**config.mk**
```make
export PLATFORM = sky130hd
export DESIGN_NAME = bist_controller
export DESIGN_NICKNAME = d
export VERILOG_FILES = /design/src/rtl/bist_controller.sv
export SDC_FILE = /design/constraint.sdc
export NUM_CORES = 1
export LEC_CHECK = 0
export ABC_CLOCK_PERIOD_IN_PS = 1400
export CORE_MARGIN = 3
export CORE_UTILIZATION = 52
export CTS_BUF_LIST = sky130_fd_sc_hd__clkbuf_8
export DETAILED_ROUTE_END_ITERATION = 8
export DONT_BUFFER_PORTS = 1
export PLACE_DENSITY = 0.67
export SYNTH_ARGS = -nofsm -noshare
export SYNTH_HDL_FRONTEND = slang
export SYNTH_SLANG_ARGS = --single-unit
```
**constraint.sdc**
```tcl
create_clock -name clk -period 1.4 [get_ports clk]
set_input_delay 0.35 -clock clk [delete_from_list [all_inputs] [get_ports clk]]
set_output_delay 0.35 -clock clk [all_outputs]
set_load 0.02 [all_outputs]
```
**src/rtl/bist_controller.sv**
```systemverilog
// BIST session sequencer for the lfsr -> CUT -> misr chain: seeds and clears the
// chain, runs NPAT patterns, freezes the MISR and grades the final signature.
module bist_controller #(
  parameter int              WIDTH  = 4,
  parameter int              NPAT   = 15,
  parameter logic [WIDTH-1:0] SEED   = 4'b0001,
  parameter logic [WIDTH-1:0] GOLDEN = 4'h0
) (
  input  logic             clk,
  input  logic             rst,
  input  logic             start,
  input  logic [WIDTH-1:0] lfsr_out,
  input  logic [WIDTH-1:0] signature,
  output logic [WIDTH-1:0] lfsr_seed,
  output logic             lfsr_clr,
  output logic             misr_clr,
  output logic             misr_finish,
  output logic             busy,
  output logic             done,
  output logic             pass,
  output logic             lock_err,
  output logic [WIDTH-1:0] pat_cnt,
  output logic [2:0]       dbg_state
);

  typedef enum logic [2:0] {
    S_IDLE    = 3'd0,
    S_INIT    = 3'd1,
    S_RUN     = 3'd2,
    S_FREEZE  = 3'd3,
    S_COMPARE = 3'd4,
    S_DONE    = 3'd5
  } state_t;

  localparam logic [WIDTH-1:0] NPAT_W   = WIDTH'(NPAT);
  localparam logic [WIDTH-1:0] LAST_CNT = WIDTH'(NPAT - 1);

  state_t           r_state;
  logic             r_lfsr_clr;
  logic             r_misr_clr;
  logic             r_misr_finish;
  logic             r_busy;
  logic             r_done;
  logic             r_pass;
  logic             r_lock_err;
  logic [WIDTH-1:0] r_pat_cnt;
  logic             w_lock;
  logic             w_sig_ok;

  assign w_lock   = (lfsr_out == '0);
  assign w_sig_ok = (signature == GOLDEN);

  // start is a level, sampled only in IDLE or DONE; there is no ready/ack, so
  // a start seen in any busy state is dropped and never queued.
  always_ff @(posedge clk or negedge rst) begin
    if (!rst) begin
      r_state       <= S_IDLE;
      r_lfsr_clr    <= 1'b0;
      r_misr_clr    <= 1'b0;
      r_misr_finish <= 1'b0;
      r_busy        <= 1'b0;
      r_done        <= 1'b0;
      r_pass        <= 1'b0;
      r_lock_err    <= 1'b0;
      r_pat_cnt     <= '0;
    end else begin
      case (r_state)
        S_IDLE, S_DONE: begin
          if (start) begin
            r_state       <= S_INIT;
            r_lfsr_clr    <= 1'b1;
            r_misr_clr    <= 1'b1;
            r_misr_finish <= 1'b0;
            r_busy        <= 1'b1;
            r_done        <= 1'b0;
            r_pass        <= 1'b0;
            r_lock_err    <= 1'b0;
            r_pat_cnt     <= '0;
          end
        end
        S_INIT: begin
          r_state    <= S_RUN;
          r_lfsr_clr <= 1'b0;
          r_misr_clr <= 1'b0;
        end
        S_RUN: begin
          if (r_pat_cnt != NPAT_W) begin
            r_pat_cnt <= r_pat_cnt + WIDTH'(1);
          end
          if (w_lock) begin
            r_lock_err <= 1'b1;
          end
          // The cycle that reaches NPAT (or sees a lock-up) still compacts.
          if (w_lock || (r_pat_cnt == LAST_CNT)) begin
            r_state       <= S_FREEZE;
            r_misr_finish <= 1'b1;
          end
        end
        S_FREEZE: begin
          r_state <= S_COMPARE;
        end
        S_COMPARE: begin
          r_state <= S_DONE;
          r_pass  <= w_sig_ok && !r_lock_err;
          r_busy  <= 1'b0;
          r_done  <= 1'b1;
        end
        default: begin
          r_state <= S_IDLE;
        end
      endcase
    end
  end

  assign lfsr_seed   = SEED;
  assign lfsr_clr    = r_lfsr_clr;
  assign misr_clr    = r_misr_clr;
  assign misr_finish = r_misr_finish;
  assign busy        = r_busy;
  assign done        = r_done;
  assign pass        = r_pass;
  assign lock_err    = r_lock_err;
  assign pat_cnt     = r_pat_cnt;
  assign dbg_state   = r_state;

endmodule
```
# Yosys cells after proc, flatten, opt, wreduce, memory -nomap -nowiden
# Index checks and enable logic that the tools add are counted.
[totals] regBits=13 latchBits=0 mem_bits_rw=0 rom_bits=0 inputBits=11 output_inout_bits=18 elab_cells=52 mem_count=0
[op_classes] add_sub_neg=1 multipliers=0 div=0 order_cmp=0 eq_ne=11 n_shift=0 mux=16 bitwise_logic=0 n_reduce_logical=16
[ops] op="$pmux W3 S5" count=1
[ops] op="$pmux W1 S2" count=6
[ops] op="$reduce_and A3 Y1" count=3
[ops] op="$logic_not A4 Y1" count=2
[ops] op="$mux W4" count=2
[ops] op="$ne A2 B2 Y1 const B" count=4
[ops] op="$pmux W4 S2" count=1
[ops] op="$eq A3 B2 Y1 const B" count=2
[ops] op="$eq A3 B3 Y1 const B" count=2
[ops] op="$mux W3" count=2
[ops] op="$reduce_and A2 Y1" count=3
[ops] op="$reduce_bool A2 Y1" count=3
[ops] op="$add A4 B1 Y4 const B" count=1
[ops] op="$eq A4 B4 Y1 const B" count=1
[ops] op="$mux W1" count=4
[ops] op="$ne A4 B4 Y1 const B" count=1
[ops] op="$eq A3 B1 Y1 const B" count=1
[ops] op="$logic_not A3 Y1" count=1
[ops] op="$reduce_or A2 Y1" count=1
[ops] op="$logic_and A1 B1 Y1" count=1
[ops] op="$logic_not A1 Y1" count=1
[ops] op="$logic_or A1 B1 Y1" count=1

# Depth between registers and ports, before layout
[depth] word_depth=4 depth_mapped=5 ltp_nobuf=5

# Worst setup path after synthesis
# OpenSTA, ideal clock, no wires.
[synth_timing] kind="reg2reg" start="register r_state[1], in the netlist dbg_state[1]" end="register r_pat_cnt[0], in the netlist pat_cnt[0]" setup_ns=0.118 arrival_ns=1.292 required_ns=1.282 setup_slack_ns=-0.010 stages_incl_launch_ff=6 n_path_buf=1 period_less_slack_ns=1.410 path_cell_list="dfrtp_1 > buf_6 > nand2b_2 > o32ai_4 > o41ai_2 > a21o_1"
[synth_via] elab_chain_len=4 elab_cells_between_ends=9 classes_between="eq/ne: 4; mux: 1; reduce/logical: 4"
[synth_lines] item="start: declaration" line="38" source="state_t r_state;"
[synth_lines] item="start signal: assignment" line="57" source="r_state <= S_IDLE;"
[synth_lines] item="start signal: assignment" line="70" source="r_state <= S_INIT;"
[synth_lines] item="start signal: assignment" line="82" source="r_state <= S_RUN;"
[synth_lines] item="$eq A3 B3 Y1 or $logic_not A3 Y1 (tied branches)" line="67" source="case (r_state)"
[synth_lines] item="$reduce_or A2 Y1" line="67"
[synth_lines] item="$ne A2 B2 Y1 (no line) or $reduce_bool A2 Y1 (tied branches)"
[synth_lines] item="$reduce_and A3 Y1 (no line)"
[synth_lines] item="end signal: assignment" line="88" source="r_pat_cnt <= r_pat_cnt + WIDTH'(1);"
[synth_lines] item="end: declaration" line="46" source="logic [WIDTH-1:0] r_pat_cnt;"
# Parallel ways exist; a longest one is shown, timed or not.
# A chain may end at the register's enable or synchronous reset.

# Final worst setup path
[layout_timing] start="register r_state[0], in the netlist dbg_state[0]" end="output port dbg_state[0]"
[layout_rtl] item="end: declaration" line="23" source="output logic [2:0] dbg_state"
# No word-level cell between the ends.

==> impl_results.md <==
- Status: finished, final reports clean
- Routed WL: 1.49 mm
- Layout filler cell count: 120
- Initial antenna violation count: 0
- Starting Density: 56.4%
- Number of port buffers: 0
- Register area: 329 um^2
- GPL Wtd Cong: 0.787
- Yosys top cell area share: a little over two fifths
- Clock sinks: 13
- Critical Path RT: 1.05 ns
- Design Power: between 2 and 2.5 mW
- Synth area leader: dfrtp_1
- Max-cap violations: 0
- Yosys reg bits: 13
- Area of the core: 1330 um^2
- Top-count cell post-synth: dfrtp_1
- Register area share after synthesis: 43.3%
- Routed wire per std cell: 14.4 um
- Final hold violation count: 0
- Root buffer cell: clkbuf_8
- Multi-input gate area: approximately 360 um^2
- RSZ-0062 raised after global routing: false
- DR iter-0 viols: 5
- Layout cells sized above 1: 25.0%
- Synth async-reset ratio: 100%
- Final setup violation count: 0
- Post-route cell area: approximately 860 um^2
- Diode count: 0
- Hold Path Class: primary input to register
- Leak pwr: 0.415 nW
- Cts bufs inserted: 3
- Die W: 44.0 um
- Predominant post-synthesis flop cell: dfrtp_1
- Layout Nets: approximately 100
- Pwr/cell area: roughly 2400 nW/um^2
- Fin Clk Skew: 0.00205 ns
- Synth Cell Area: 752 um^2
- Post-DP Area: 801 um^2
- Worst-Skew Late Latency: 0.24 ns
- Max-slew headroom: 60.9%
- CP endpoint kind: primary output
- Top post-synthesis cells by area: dfrtp_1 43%, buf_4 6.0%, a21oi_1 4.0%
- Critical path class: register to primary output
- Vias per inst: 5.74
- FP Rows: 13
- Final number of max-transition violations: 0
- Residual DRC: 0
- GRT Residual Overflow: 0
- Maximum clock rate: 729 MHz
- CTS clk-pin slew, worst paths: 0.06 ns
- VDD IR max: around 0.0010 V
- Tcrit/Tclk final: 97.9%
- DP Worst Slack: 0.0490 ns
- Number of global-route vias before repair: approximately 580
- Post-DRT Antenna Nets: 0
- Full die area: 1940 um^2
- Syn-to-layout area delta: 14.6%
- First-pass GRT wire length: approximately 2.6 mm
- YS warnings: 0
- Worst R2R Setup Slack: 0.05 ns
- Drt pass-1 iters: 4
- Min Clock Period, post-route: 1.37 ns
- Setup ws final: between 0.02 and 0.03 ns
- Min Hold Slack: around 0.27 ns
- Crit Path Max Fanout: 8
- Commonest cells in the synthesized netlist: 13 x dfrtp_1, 8 x nor2_1, 6 x a21oi_1, 6 x buf_4, 5 x nand2_1
- Dpl hpwl: between 1 and 1.5 mm
- Synth cell types: 31
- Tot GR Track Use: 18.6%
- H-tree level count: 1
- Pin count of the biggest net entering global routing: 14
- # IOs: 29
- Arr. time, crit path: 1.02 ns
- Slew @ Worst Pin: 0.585 ns
- Critical path startpoint category: register
- Max Root-Sink Buffers: 2
- Final TNS setup: 0 ns
- Die Ht: 44.0 um
- TritonCTS clock tree: yes
- Post-synth EDFFs: 0
- Gate Count Post-Synth: just under 80
- Vias: 591
- Mapped Avg Cell Area: 9.64 um^2
==> area by class of cell <==
class                           instances  share of cell area, %
Timing Repair Buffer                   12                   11.2
Multi-Input combinational cell         56                   41.9
Sequential cell                        13                   38.2
Tap cell                               15                   2.18
Clock inverter                          1                  0.435
Clock buffer                            3                   4.79
Inverter                                3                   1.31
==> through the flow <==
| step | instances | util, % |
|---|---|---|
| after floorplan | 80 | - |
| after detailed placement | 98 | 60.0 |
| after global routing | 103 | 64.6 |
| after CTS | 103 | 64.6 |
| after global placement | 98 | 60.0 |
| final | 103 | 64.6 |
==> worst max-delay path, stage by stage, from the launching register on <==
cell	delay (ns)
dfrtp_2	0.46
buf_6	0.16
buf_4	0.15
==> flip-flops by register name, indices dropped and copies added (netlist names) <==
signal and flops:
pat_cnt 4, misr_clr 1, busy 1, dbg_state 3
done 1, pass 1, misr_finish 1, lock_err 1
==> logic make-up (layout without fill, tap and decap cells) <==
group	Yosys count	count (layout)	share of synthesized area, %
XOR/XNOR	1	1	1.16
flip-flops	13	13	43.3
adder cells (fa/ha/maj)	2	2	3.33
other	2	4	0.999
buffers and inverters	11	19	9.65
AO/OA/AOI/OAI	23	23	23.5
AND/OR/NAND/NOR	26	26	18.1
==> metal layers <==
layer / GRT usage (%) / wire length [um] / up-vias
li1: - / - / 282
met1: 21.4 / 603 / 283
met2: 29.7 / 733 / 22
met3: 5.28 / 111 / 4
met4: 12.7 / 38 / 0
met5: 0 / 0 / -
==> what timing repair did <==
action	CTS	global route
hold buffers	1	0
buffers inserted	0	0
hold endpoints to repair	13	0
setup endpoints to repair	2	0
resized for setup	3	0
==> power by group <==
| part | switching (mW) | internal (mW) | total (mW) | leakage (nW) |
|---|---|---|---|---|
| clock | 0.137 | 0.194 | 0.330 | 0.0269 |
| sequential | 0.260 | 0.518 | 0.778 | 0.164 |
| combinational | 0.490 | 0.434 | 0.924 | 0.225 |
| total | 0.886 | 1.15 | 2.03 | 0.415 |
==> path summary, 6_finish.rpt <==
path                                                from                        to  cells past startpoint
max in group asynchronous                            rst  dbg_state[1]$_DFFE_PN0P_                      1
min in group asynchronous                            rst   misr_finish$_DFFE_PN0P_                      1
worst min-delay path                        signature[2]          pass$_DFFE_PN0P_                      3
worst min register to register  dbg_state[2]$_DFFE_PN0P_  dbg_state[1]$_DFFE_PN0P_                      1
worst max-delay path            dbg_state[0]$_DFFE_PN0P_              dbg_state[0]                      2
worst max register to register  dbg_state[1]$_DFFE_PN0P_    pat_cnt[0]$_DFFE_PN0P_                      4
==> cell usage in the layout, fill, tap and decap left out, drive strengths merged <==
cell type    count
o41ai            1
nor3b            1
a21o             3
nand2            6
conb             4
a41oi            1
clkbuf           3
inv              4
a21boi           1
o211ai           1
a22oi            1
dfrtp           13
and3             1
nor4             2
nand2b           3
o2bb2ai          1
or2              1
o21ai            5
buf             11
dlygate4sd3      1
nand3            2
o32ai            1
a21oi            6
nor2             8
nor2b            2
ha               2
o31ai            2
xnor2            1
(Power assumes the default switching activity.)
